==> src/rtl/aes_tx_shifter.sv <==
// Purpose: captures 128-bit AES result blocks and streams them out MSB byte first over valid/ready.
// Latency: first beat valid 1 cycle after load_enable; back-to-back blocks stream with no bubble.
// Backpressure: beats, tx_last and counter hold while tx_ready is low; one-deep holding register, overflow on drop.
// Optional: define AES_TX_PARITY_EN to add the tx_parity output (even parity of tx_data).
module aes_tx_shifter #(
  parameter int BLOCK_W = 128,
  parameter int BYTE_W  = 8
) (
  input  logic               clk,
  input  logic               rst,
  input  logic               load_enable,
  input  logic [BLOCK_W-1:0] Tx_SR,
  input  logic               tx_ready,
  input  logic               clear_ovf,
  output logic [BYTE_W-1:0]  tx_data,
  output logic               tx_valid,
  output logic               tx_last,
  output logic               block_done,
  output logic               busy,
  output logic               overflow
`ifdef AES_TX_PARITY_EN
  , output logic             tx_parity
`endif
);

  // Beats per block is derived from the two widths and cannot be overridden.
  localparam int BEATS = BLOCK_W / BYTE_W;
  localparam int CW    = (BEATS > 1) ? $clog2(BEATS) : 1;
  localparam logic [CW-1:0] LAST_BEAT = CW'(BEATS - 1);

  typedef enum logic {
    IDLE = 1'b0,
    SEND = 1'b1
  } state_t;

  state_t             state;
  logic [BLOCK_W-1:0] shifter;
  logic [BLOCK_W-1:0] hold;
  logic               hold_full;
  logic [CW-1:0]      cnt;

  logic accept;
  logic last_acc;
  logic drop;

  // Handshake decode; a drop needs a full holding register that is not being drained this cycle.
  always_comb begin
    accept   = (state == SEND) && tx_ready;
    last_acc = accept && (cnt == LAST_BEAT);
    drop     = (state == SEND) && load_enable && hold_full && !last_acc;
  end

  // Outputs come straight from registered state; nothing depends on load_enable or Tx_SR here.
  assign tx_valid = (state == SEND);
  assign tx_data  = shifter[BLOCK_W-1 -: BYTE_W];
  assign tx_last  = (state == SEND) && (cnt == LAST_BEAT);
  assign busy     = (state == SEND) || hold_full;

`ifdef AES_TX_PARITY_EN
  // Parity follows the held byte, so it is stable through stalls and zero when idle.
  assign tx_parity = tx_valid & (^tx_data);
`endif

  // Sticky overflow flag; a new drop outranks a clear in the same cycle.
  always_ff @(posedge clk or posedge rst) begin
    if (rst) begin
      overflow <= 1'b0;
    end else if (drop) begin
      overflow <= 1'b1;
    end else if (clear_ovf) begin
      overflow <= 1'b0;
    end
  end

  // Send FSM: shifter, beat counter, holding register and the block_done pulse.
  always_ff @(posedge clk or posedge rst) begin
    if (rst) begin
      state      <= IDLE;
      shifter    <= '0;
      hold       <= '0;
      hold_full  <= 1'b0;
      cnt        <= '0;
      block_done <= 1'b0;
    end else begin
      block_done <= 1'b0;
      case (state)
        IDLE: begin
          // The holding register is always empty here, so a load goes straight to the shifter.
          if (load_enable) begin
            shifter <= Tx_SR;
            cnt     <= '0;
            state   <= SEND;
          end
        end
        SEND: begin
          if (last_acc) begin
            block_done <= 1'b1;
            cnt        <= '0;
            if (hold_full) begin
              // Drain the holding register with no bubble; a coincident load refills it.
              shifter   <= hold;
              hold_full <= load_enable;
              if (load_enable) begin
                hold <= Tx_SR;
              end
            end else if (load_enable) begin
              shifter <= Tx_SR;
            end else begin
              // Last shift leaves the shifter all-zero, so tx_data reads 0 while idle.
              shifter <= {shifter[BLOCK_W-BYTE_W-1:0], {BYTE_W{1'b0}}};
              state   <= IDLE;
            end
          end else begin
            if (accept) begin
              shifter <= {shifter[BLOCK_W-BYTE_W-1:0], {BYTE_W{1'b0}}};
              cnt     <= cnt + 1'b1;
            end
            if (load_enable && !hold_full) begin
              hold      <= Tx_SR;
              hold_full <= 1'b1;
            end
          end
        end
        default: begin
          state <= IDLE;
        end
      endcase
    end
  end

endmodule

==> config.mk <==
export PLATFORM = sky130hd
export DESIGN_NAME = aes_tx_shifter
export DESIGN_NICKNAME = d
export VERILOG_FILES = /design/src/rtl/aes_tx_shifter.sv
export SDC_FILE = /design/constraint.sdc
export NUM_CORES = 1
export LEC_CHECK = 0
export CAP_MARGIN = 30
export CORE_UTILIZATION = 45
export CTS_CLUSTER_DIAMETER = 100
export DETAILED_ROUTE_END_ITERATION = 10
export PLACE_DENSITY_LB_ADDON = 0.3
export SLEW_MARGIN = 20
export SYNTH_ARGS = -nofsm -noshare
export SYNTH_HDL_FRONTEND = slang
export SYNTH_SLANG_ARGS = --single-unit
export TNS_END_PERCENT = 1
==> constraint.sdc <==
create_clock -name clk -period 9.96 [get_ports clk]
set_input_delay 2.49 -clock clk [delete_from_list [all_inputs] [get_ports clk]]
set_output_delay 2.49 -clock clk [all_outputs]
set_load 0.05 [all_outputs]
==> results of run 1 <==
[sequential cells by signal (all words and copies together) (netlist names)]
signal / cells
hold: 128
cnt: 4
overflow: 1
tx_valid: 1
block_done: 1
hold_full: 1
shifter: 128
[logic make-up (layout without fill, tap and decap cells)]
kind of cell | Yosys count | after routing
fa+ha+maj | 1 | 1
compound gates | 391 | 391
simple gates | 362 | 362
buf+inv | 140 | 239
flops | 264 | 264
mux | 160 | 160
other cells | 0 | 1
[metrics by stage]
stage | util [%] | area (µm²)
after floorplan | - | 13700
after global placement | 51.0 | 15200
after detailed placement | 51.0 | 15200
after CTS | 54.5 | 16200
after global routing | 54.8 | 16300
final | 54.8 | 16300
[worst min-delay path by stage]
stage / start / to / slack (ns) / cells after the start
floorplan: hold[127] / hold[127] / 0.48 / 1
global placement: hold[86] / hold[86] / 0.49 / 1
detailed placement: hold[113] / hold[113] / 0.49 / 1
CTS: hold[112] / hold[112] / 0.51 / 1
global route: hold[38] / hold[38] / 0.52 / 1
finish: hold[112] / hold[112] / 0.50 / 1
[power breakdown]
group | leakage, µW | switching, µW | total, µW | internal (µW)
clock | 0.000513 | 452 | 1160 | 705
sequential | 0.00309 | 159 | 1470 | 1310
combinational | 0.00427 | 257 | 662 | 405
total | 0.00787 | 868 | 3290 | 2420
[metal layers]
metal	vias up	global-route usage, %
met5	-	0
met4	2	7.65
met3	64	3.66
met2	416	40.5
met1	5515	34.2
li1	4907	-
[cell usage after synthesis, types with 2 or more instances]
| cell | number | area [µm²] |
|---|---|---|
| inv_1 | 13 | 48.8 |
| nor3b_1 | 8 | 60.1 |
| a22oi_1 | 29 | 218 |
| o21ai_1 | 7 | 35.0 |
| nor2_1 | 46 | 173 |
| a31oi_1 | 14 | 87.6 |
| and3_1 | 77 | 482 |
| buf_4 | 10 | 75.1 |
| a22o_1 | 9 | 78.8 |
| dfrtp_1 | 264 | 6610 |
| buf_1 | 12 | 45.0 |
| clkbuf_1 | 78 | 293 |
| mux2_2 | 8 | 90.1 |
| o22ai_1 | 78 | 488 |
| o21ai_0 | 89 | 445 |
| nand4_1 | 2 | 12.5 |
| nand2b_1 | 35 | 219 |
| nand3_1 | 2 | 10.0 |
| mux2i_1 | 32 | 320 |
| a221oi_1 | 32 | 280 |
| mux2_4 | 120 | 1800 |
| and2_1 | 2 | 12.5 |
| nand2_1 | 185 | 694 |
| buf_6 | 13 | 146 |
| buf_2 | 13 | 65.1 |
| o22a_1 | 37 | 324 |
| a21o_1 | 9 | 67.6 |
| a21oi_1 | 83 | 415 |
[final cells by class]
type,instances,area [µm²],share of cell area (%)
clock buffer,43,868,5.31
multi-input combinational,914,6440,39.4
antenna,1,2.50,0.0153
timing repair buffer,171,1720,10.5
clock inverter,11,163,0.995
inverter,14,60.1,0.368
tap,390,488,2.99
sequential,264,6610,40.4
[critical path: cells and delay by family (launching register included)]
family,cells,cell delay [ns]
buffers and inverters,3,1.32
adders and majority gates,1,0.28
and+or+nand+nor,1,0.10
DFF,1,0.43
==> impl_results.md, run 1 <==
* Status: finished clean
* Worst Setup SP: cnt[0]
* Layout area overhead at 19.4%
* Total global-route track usage at 24.9%
* Antenna violations before repair at 1
* Die W at 176 µm
* Post-DP HPWL at 21800 µm
* Post-route insts no fill at 1808
* R2R Setup Slk at 6.01 ns
* Total core area at 29800 µm²
* Cell count of the worst reg-to-reg path at 10
* Post-CTS Setup Repair Bufs at 0
* Die height at 176 µm
* Met3 routed WL at 2510 µm
* Unrepaired setup endpoints after global routing: no
* Slew headroom at 36.7%
* Syn Area/Cell at 10.4 µm²
* Htree depth at 1
* Startpoint class of the critical path: flop
* DRT met1 WL at 17000 µm
* Hold_ws at 0.505 ns
* Worst Path Arrival at 2.69 ns
* Reg-to-reg startpoint: cnt[0]
* Synth warn at 0
* Adder-Cell Fraction of Synth Area at 0.0914%
* CTS Sinks at 264
* Total power at 3290 µW
* Hold Crit Class: flop to flop
* Crit path largest cell delay at 0.73 ns
* Layout net count at 1528
* Cell Pwr Density at 201 nW/µm²
* Combinational family with the most area after synthesis: compound AO/OA/AOI/OAI gates
* Worst Setup Path Type: flop to primary output
* Starting density of the core at 45.9%
* Seq/Total Area, Yosys at 48.3%
* Worst-Margin Slew at 0.949 ns
* Simple-gate share of the synthesized area at 12.5%
* Final hold violations at 0
* Buffers added on ports at 145
* Commonest non-fill, non-tap cells in the layout: 264 x dfrtp_1, 183 x nand2_1, 144 x clkdlybuf4s50_1
* Iteration-0 DRC Markers at 1070
* LEAKAGE at 0.00787 µW
* Most common cell after layout, fill and taps aside: dfrtp_1
* CTS resizes at 0
* FMAX at 193 MHz
* Clock transition at the registers of the reported paths at 0.06 ns
* Final Max Tran Viols at 0
* Root Driver: clkbuf_16
* Overflow after GRT at 0
* Placed insts at 1749
* Distinct cells, synth at 39
* Pin count of the biggest net entering global routing at 130
* Setup crit end kind: primary output
* Mux share of post-synthesis cell area at 16.2%
* EDFF count, synth at 0
* GP Congestion at 0.768
* Hold Buf Count CTS at 0
* Highest routed layer: met5
* Place WS at 4.57 ns
* Ys async rst share at 100%
* Final setup skew at 0.0148 ns
* Yosys reg bits at 264
* Drt pass-1 iters at 5
* First-pass GRT wire length at 61700 µm
* Met2 WL post-DR at 17800 µm
* Clk Latency, worst-skew pair at 0.55 ns
* Synth Area in XOR/XNOR at 0%
* Fraction of layout cells with a size suffix above 1 at 15.4%
* Final ANT Viol Nets at 0
* Netlist Area Pre-Place at 13700 µm²
* Setup tns final at 0 ns
* Setup Viol. Count Final at 0
* Critical path endpoint: tx_last
* Final period utilization at 52.1%
* Net Count, Synth at 1452
* Max FO, Critical Path at 38
* Min Tclk post-route at 5.18 ns
* Clock buffer count from CTS at 29
* Synth Area in Compound Gates at 18.1%
* Post-synthesis cell count at 1318
* FP Rows at 63
* Top_reg_cell synth: dfrtp_1
* Filler cell count at 2580
* CP required at 7.47 ns
* Final WS setup at 4.78 ns
* DR vias/cell at 6.03
* Critical Path, Cell by Cell: ha_1, nand4_2, buf_4, inv_1, clkdlybuf4s50_1
* Reg2reg end: hold[118]
* Via count at 10.9k
* Max VDD drop at 0.161 mV
* Drc violations at 0
* Clock buffer depth at 3
* I/O pins at 146
* Final wirelength at 38400 µm
* Number of global-route vias before repair at 11.2k
* Die footprint at 31100 µm²
* DR WL/cell at 21.2 µm
* CTS tree: yes
* Max-cap check violation count at 0
* Slowest-stage cell, CP: clkdlybuf4s50_1
Note: power is estimated with default switching activity, not from simulation.
==> run 2: changes to the inputs <==
- clock period: 9.96 -> 4.9 ns (I/O delays scaled with it)
==> run 2 against run 1 <==
Effect of this change:
- via count is 0.34% lower
- sequential cell count stayed put
- global-route usage is 0.19 points lower
- power is 97% higher
- utilization is 0.34 points lower
- setup slack worse by 3.4 ns
- sequential power is 100% higher
- wire length is 1.4% lower
- clock skew is 0.0040 ns lower
- register-to-register slack worse by 4.4 ns
- combinational power is 100% higher
- sequential share of layout area is 0.25 points higher
- largest cell class unchanged
==> impl_results.md, run 2 (synthesized netlist as in run 1, its figures left out) <==
* Cell count of the worst reg-to-reg path at 8 (-2)
* CTS Sinks at 264 (unchanged)
* Htree depth at 1 (unchanged)
* Layout area overhead at 18.6%
* Drc violations at 0 (unchanged)
* Post-DP HPWL at 22500 µm (+3.2%)
* Die footprint at 31100 µm² (unchanged)
* Worst Path Arrival at 2.34 ns (-0.35 ns)
* Max VDD drop at 0.350 mV (+120%)
* Buffers added on ports at 145 (unchanged)
* Setup crit end kind: primary output
* CP required at 3.67 ns (-3.80 ns)
* Max-cap check violation count at 0 (unchanged)
* Die height at 176 µm (unchanged)
* CP bufs+invs at 3 (unchanged)
* Starting density of the core at 45.9% (unchanged)
* Clock transition at the registers of the reported paths at 0.06 ns (about the same)
* Final ANT Viol Nets at 0 (unchanged)
* CTS resizes at 0 (unchanged)
* Number of diodes at 0 (-1)
* Hold Crit Class: flop to flop
* FP Rows at 63 (unchanged)
* Setup tns final at 0 ns (unchanged)
* Clk Latency, worst-skew pair at 0.56 ns (about the same)
* Int Pwr at 4730 µW (+95%)
* Overflow after GRT at 0 (unchanged)
* Hold Buf Count CTS at 0 (unchanged)
* Slew headroom at 37.5% (+0.78 points)
* CTS tree: yes
* Design Area, Final at 16200 µm² (-0.62%)
* Via count at 10.9k (-0.34%)
* Clock network fraction of total power at 33.1% (-2.1 points)
* Number of global-route vias before repair at 10.8k (-3.5%)
* Critical Path, Cell by Cell: ha_1, nand4_2, inv_1, buf_4, buf_12
* GP Congestion at 0.810 (+5.5%)
* Pin count of the biggest net entering global routing at 82 (-37%)
* Final wirelength at 37900 µm (-1.4%)
* Status: finished clean
* Startpoint class of the critical path: flop
* Worst-Margin Slew at 0.938 ns (-0.0118 ns)
* Most common cell after layout, fill and taps aside: dfrtp_1
* Slowest-stage cell, CP: dfrtp_1
* Fraction of layout cells with a size suffix above 1 at 15.2% (-0.15 points)
* Crit path largest cell delay at 0.41 ns (-0.32 ns)
* Commonest non-fill, non-tap cells in the layout: 264 x dfrtp_1, 183 x nand2_1, 143 x clkdlybuf4s50_1
* Post-CTS Setup Repair Bufs at 0 (unchanged)
* Crit path depth at 5 (unchanged)
* Comb pwr share at 20.7% (+0.6 points)
* Layout net count at 1530 (+0.13%)
* Clock buffer count from CTS at 29 (unchanged)
* Seq pwr share at 46.2% (+1.5 points)
* Total global-route track usage at 24.7% (-0.19 points)
* R2R Setup Slk at 1.63 ns (-4.38 ns)
* Cell Pwr Density at 399 nW/µm² (+98%)
* Clock buffer depth at 3 (unchanged)
* P_sw at 1740 µW (+100%)
* Worst Setup Path Type: flop to primary output
* Max FO, Critical Path at 34 (-11%)
* Final hold violations at 0 (unchanged)
* I/O pins at 146 (unchanged)
* Total core area at 29800 µm² (unchanged)
* Hold Path Cell Cnt at 1 (unchanged)
* LEAKAGE at 0.00781 µW (-0.69%)
* Switch share at 26.9% (+0.54 points)
* Final setup skew at 0.0108 ns (-0.00400 ns)
* Drt pass-1 iters at 5 (unchanged)
* Iteration-0 DRC Markers at 978 (-8.6%)
* DR vias/cell at 6.01 (-0.34%)
* FMAX at 281 MHz
* Final Max Tran Viols at 0 (unchanged)
* DR WL/cell at 20.9 µm (-1.4%)
* First-pass GRT wire length at 60900 µm (-1.2%)
* Post-DP Area at 15300 µm² (+0.69%)
* Die W at 176 µm (unchanged)
* Top delay family on crit path: buffers and inverters
* Unrepaired setup endpoints after global routing: no
* Root Driver: clkbuf_16
* Top flop regs: hold x128, shifter x128, cnt x4
* Min Tclk post-route at 3.56 ns
* Antenna violations before repair at 1 (unchanged)
* Setup Viol. Count Final at 0 (unchanged)
* Final period utilization at 72.7%
run 2: cell types whose count changed in the layout (fill, tap and decap cells not counted), sizes merged:
| cell | change |
|---|---|
| clkinvlp | +1 |
| buf | +3 |
| inv | -1 |
| clkdlybuf4s50 | -1 |
| clkbuf | +2 |
| bufinv | -3 |
| diode | -1 |
run 2: routing by layer:
layer / vias to the layer above / part of all wire [%] / track usage [%]
met5: - / 0.034 / 0
met4: 2 / 2.5 / 6.68
met3: 59 / 6.4 / 3.64
met2: 418 / 47 / 39.5
met1: 5474 / 44 / 34.9
li1: 4914 / - / -
run 2: cell type report:
cell class	instances	area, µm²
fill	2562	13600
sequential	264	6610
multi-input combinational	914	6440
timing repair buffer	173	1720
clock buffer	45	846
tap	390	488
clock inverter	8	83.8
inverter	14	56.3
run 2: path summary, 6_finish.rpt:
| check | endpoint | startpoint |
|---|---|---|
| min reg2reg | hold[100] | hold[100] |
| max reg2reg | shifter[87] | cnt[0] |
| max in group asynchronous | shifter[123] | rst |
| min | hold[100] | hold[100] |
| max | tx_last | cnt[0] |
| min in group asynchronous | shifter[9] | rst |
run 2: power by group through the flow:
stage | Combinational [µW] | Clock, µW | Sequential (µW)
2_1_floorplan | 1040 | 0 | 2910
3_3_place_gp | 1300 | 0 | 3000
3_5_place_dp | 1340 | 0 | 3000
4_1_cts | 1350 | 2180 | 2980
5_1_grt | 1480 | 2260 | 3050
6_report | 1340 | 2140 | 2990
run 2: metrics by stage:
| stage | hold WS [ns] | cells | utilization, % | worst slack, ns | total power [µW] |
|---|---|---|---|---|---|
| 3_5_place_dp | 0.488 | 1755 | 51.4 | 1.02 | 4340 |
| 4_1_cts | 0.507 | 1808 | 54.5 | 1.32 | 6510 |
| 3_3_place_gp | 0.484 | 1755 | 51.4 | 1.03 | 4290 |
| 2_1_floorplan | 0.476 | 1318 | - | 0.191 | 3950 |
| 5_1_grt | 0.519 | 1808 | 54.5 | 1.21 | 6780 |
| 6_report | 0.507 | 1808 | 54.5 | 1.34 | 6470 |
==> run 3: changes to the inputs <==
- clock period: 4.9 -> 3.49 ns (I/O delays scaled with it)
==> run 3 against run 2 <==
Effect of this change:
- non-clock buffer count rose by 11
- global-route usage increased by 0.18 points
- die area did not move
- sequential power rose by 40%
- first-iteration DRC count increased by 1.7%
- register-to-register slack got worse by 0.78 ns
- utilization grew 0.62 points
- power up 43%
- clock power up 49%
- combinational power rose by 41%
- cell area increased by 1.1%
- via count up 1.6%
- highest routed layer is now met4
==> impl_results.md, run 3 (synthesized netlist as in run 1, its figures left out) <==
* Status: finished clean
* CP bufs+invs at 1 (-2)
* Design Area, Final at 16400 µm² (+1.1%)
* Post-DP HPWL at 23200 µm (+3.1%)
* Final period utilization at 85.7%
* R2R Setup Slk at 0.85 ns (-0.78 ns)
* Final setup skew at 0.0107 ns (-0.000101 ns)
* Setup Viol. Count Final at 0 (unchanged)
* Unrepaired setup endpoints after global routing: no
* Clock buffer depth at 3 (unchanged)
* Max FO, Critical Path at 11 (-68%)
* Hold Crit Class: flop to flop
* Layout net count at 1541 (+0.72%)
* DR WL/cell at 21.2 µm (+1.2%)
* Iteration-0 DRC Markers at 995 (+1.7%)
* Worst Setup SP: tx_valid
* Number of global-route vias before repair at 11.1k (+2.2%)
* Clock transition at the registers of the reported paths at 0.06 ns (about the same)
* Max VDD drop at 0.362 mV (+3.4%)
* CP required at 2.62 ns (-1.05 ns)
* GP Congestion at 0.789 (-2.6%)
* Min Tclk post-route at 2.99 ns
* Starting density of the core at 45.9% (unchanged)
* Startpoint class of the critical path: flop
* Die W at 176 µm (unchanged)
* Worst Setup Path Type: flop to primary output
* Overflow after GRT at 0 (unchanged)
* LEAKAGE at 0.00792 µW (+1.3%)
* Drt pass-1 iters at 5 (unchanged)
* Pin count of the biggest net entering global routing at 91 (+11%)
* Fraction of layout cells with a size suffix above 1 at 16.1% (+0.90 points)
* Final hold violations at 0 (unchanged)
* Post-CTS Setup Repair Bufs at 0 (unchanged)
* Hold Buf Count CTS at 0 (unchanged)
* Critical path endpoint: tx_valid
* Final ANT Viol Nets at 0 (unchanged)
* DR vias/cell at 6.08 (+1.2%)
* Cell count of the worst reg-to-reg path at 8 (unchanged)
* Top delay family on crit path: buffers and inverters
* Critical Path, Cell by Cell: clkdlybuf4s50_1
* Slowest-stage cell, CP: clkdlybuf4s50_1
* Worst-Margin Slew at 0.894 ns (-0.0434 ns)
* CTS Sinks at 264 (unchanged)
* Htree depth at 1 (unchanged)
* Slew headroom at 40.4% (+2.9 points)
* Antenna violations before repair at 0 (-1)
* Post-DP Area at 15400 µm² (+0.83%)
* Final core utilization at 55.1% (+0.62 points)
* Crit path depth at 1 (-4)
* Final WS setup at 0.498 ns (-0.838 ns)
* CTS tree: yes
* Die footprint at 31100 µm² (unchanged)
* Commonest non-fill, non-tap cells in the layout: 264 x dfrtp_1, 183 x nand2_1, 142 x clkdlybuf4s50_1
* Clk Latency, worst-skew pair at 0.54 ns (-0.02 ns)
* Via count at 11.0k (+1.6%)
* Final Max Tran Viols at 0 (unchanged)
* Setup crit end kind: primary output
* Total core area at 29800 µm² (unchanged)
* Reg-to-reg startpoint: cnt[0]
* Total global-route track usage at 24.9% (+0.18 points)
* Cell Pwr Density at 565 nW/µm² (+42%)
* Place WS at 0.437 ns (-0.580 ns)
* Drc violations at 0 (unchanged)
* First-pass GRT wire length at 61600 µm (+1.0%)
* Most common cell after layout, fill and taps aside: dfrtp_1
* Max-cap check violation count at 0 (unchanged)
* FP Rows at 63 (unchanged)
* Reg2reg end: shifter[85]
* Worst Path Arrival at 2.12 ns (-0.22 ns)
* Setup tns final at 0 ns (unchanged)
* Root Driver: clkbuf_16
* Number of diodes at 0 (unchanged)
* Die height at 176 µm (unchanged)
* Crit path largest cell delay at 0.95 ns (+0.54 ns)
* I/O pins at 146 (unchanged)
* CTS resizes at 0 (unchanged)
* Layout area overhead at 20.0%
* Clock buffer count from CTS at 29 (unchanged)
* Buffers added on ports at 145 (unchanged)
* Top flop regs: hold x128, shifter x128, cnt x4
* Filler cell count at 2585 (+0.90%)
* Final wirelength at 38500 µm (+1.7%)
* FMAX at 334 MHz
## run 3: changes by cell type in the layout (fill, tap and decap cells not counted), sizes merged
| cell | before | now |
|---|---|---|
| clkbuf | 45 | 43 |
| buf | 30 | 42 |
| bufinv | 1 | 3 |
| clkdlybuf4s50 | 143 | 142 |
| clkinv | 5 | 4 |
| inv | 15 | 13 |
## run 3: final cells by class
cell class / count / area [µm²] / area share [%]
multi-input combinational: 914 / 6440 / 39.2
timing repair buffer: 184 / 1850 / 11.3
clock buffer: 43 / 878 / 5.35
clock inverter: 7 / 110 / 0.670
sequential: 264 / 6610 / 40.2
tap: 390 / 488 / 2.97
inverter: 14 / 56.3 / 0.343
## run 3: worst min path at each step
stage,startpoint,end,slack [ns],depth (start not counted)
finish,hold[107],hold[107],0.51,1
global route,hold[15],hold[15],0.52,1
CTS,hold[107],hold[107],0.51,1
detailed placement,hold[95],hold[95],0.49,1
global placement,hold[68],hold[68],0.49,1
floorplan,hold[127],hold[127],0.48,1
## run 3: per-layer routing
metal,track usage [%],vias to the layer above,share of wire [%]
met5,0,-,0
met2,39.8,405,47
met4,7.29,0,2.6
li1,-,4930,-
met1,35.4,5636,45
met3,2.93,70,5.4
## run 3: where the power goes
| group | total, µW | internal (µW) | switching [µW] | leakage, µW |
|---|---|---|---|---|
| clock network | 3180 | 1940 | 1240 | 0.000492 |
| logic | 1890 | 1160 | 729 | 0.00434 |
| registers | 4200 | 3750 | 457 | 0.00309 |
| total | 9280 | 6850 | 2430 | 0.00792 |
## run 3: stage by stage
step                total power [µW]  hold WS (ns)  cells
floorplan                       5550         0.476   1318
global placement                6040         0.488   1766
CTS                             9330         0.510   1816
global route                    9700         0.520   1816
finish                          9280         0.507   1816
detailed placement              6110         0.488   1766
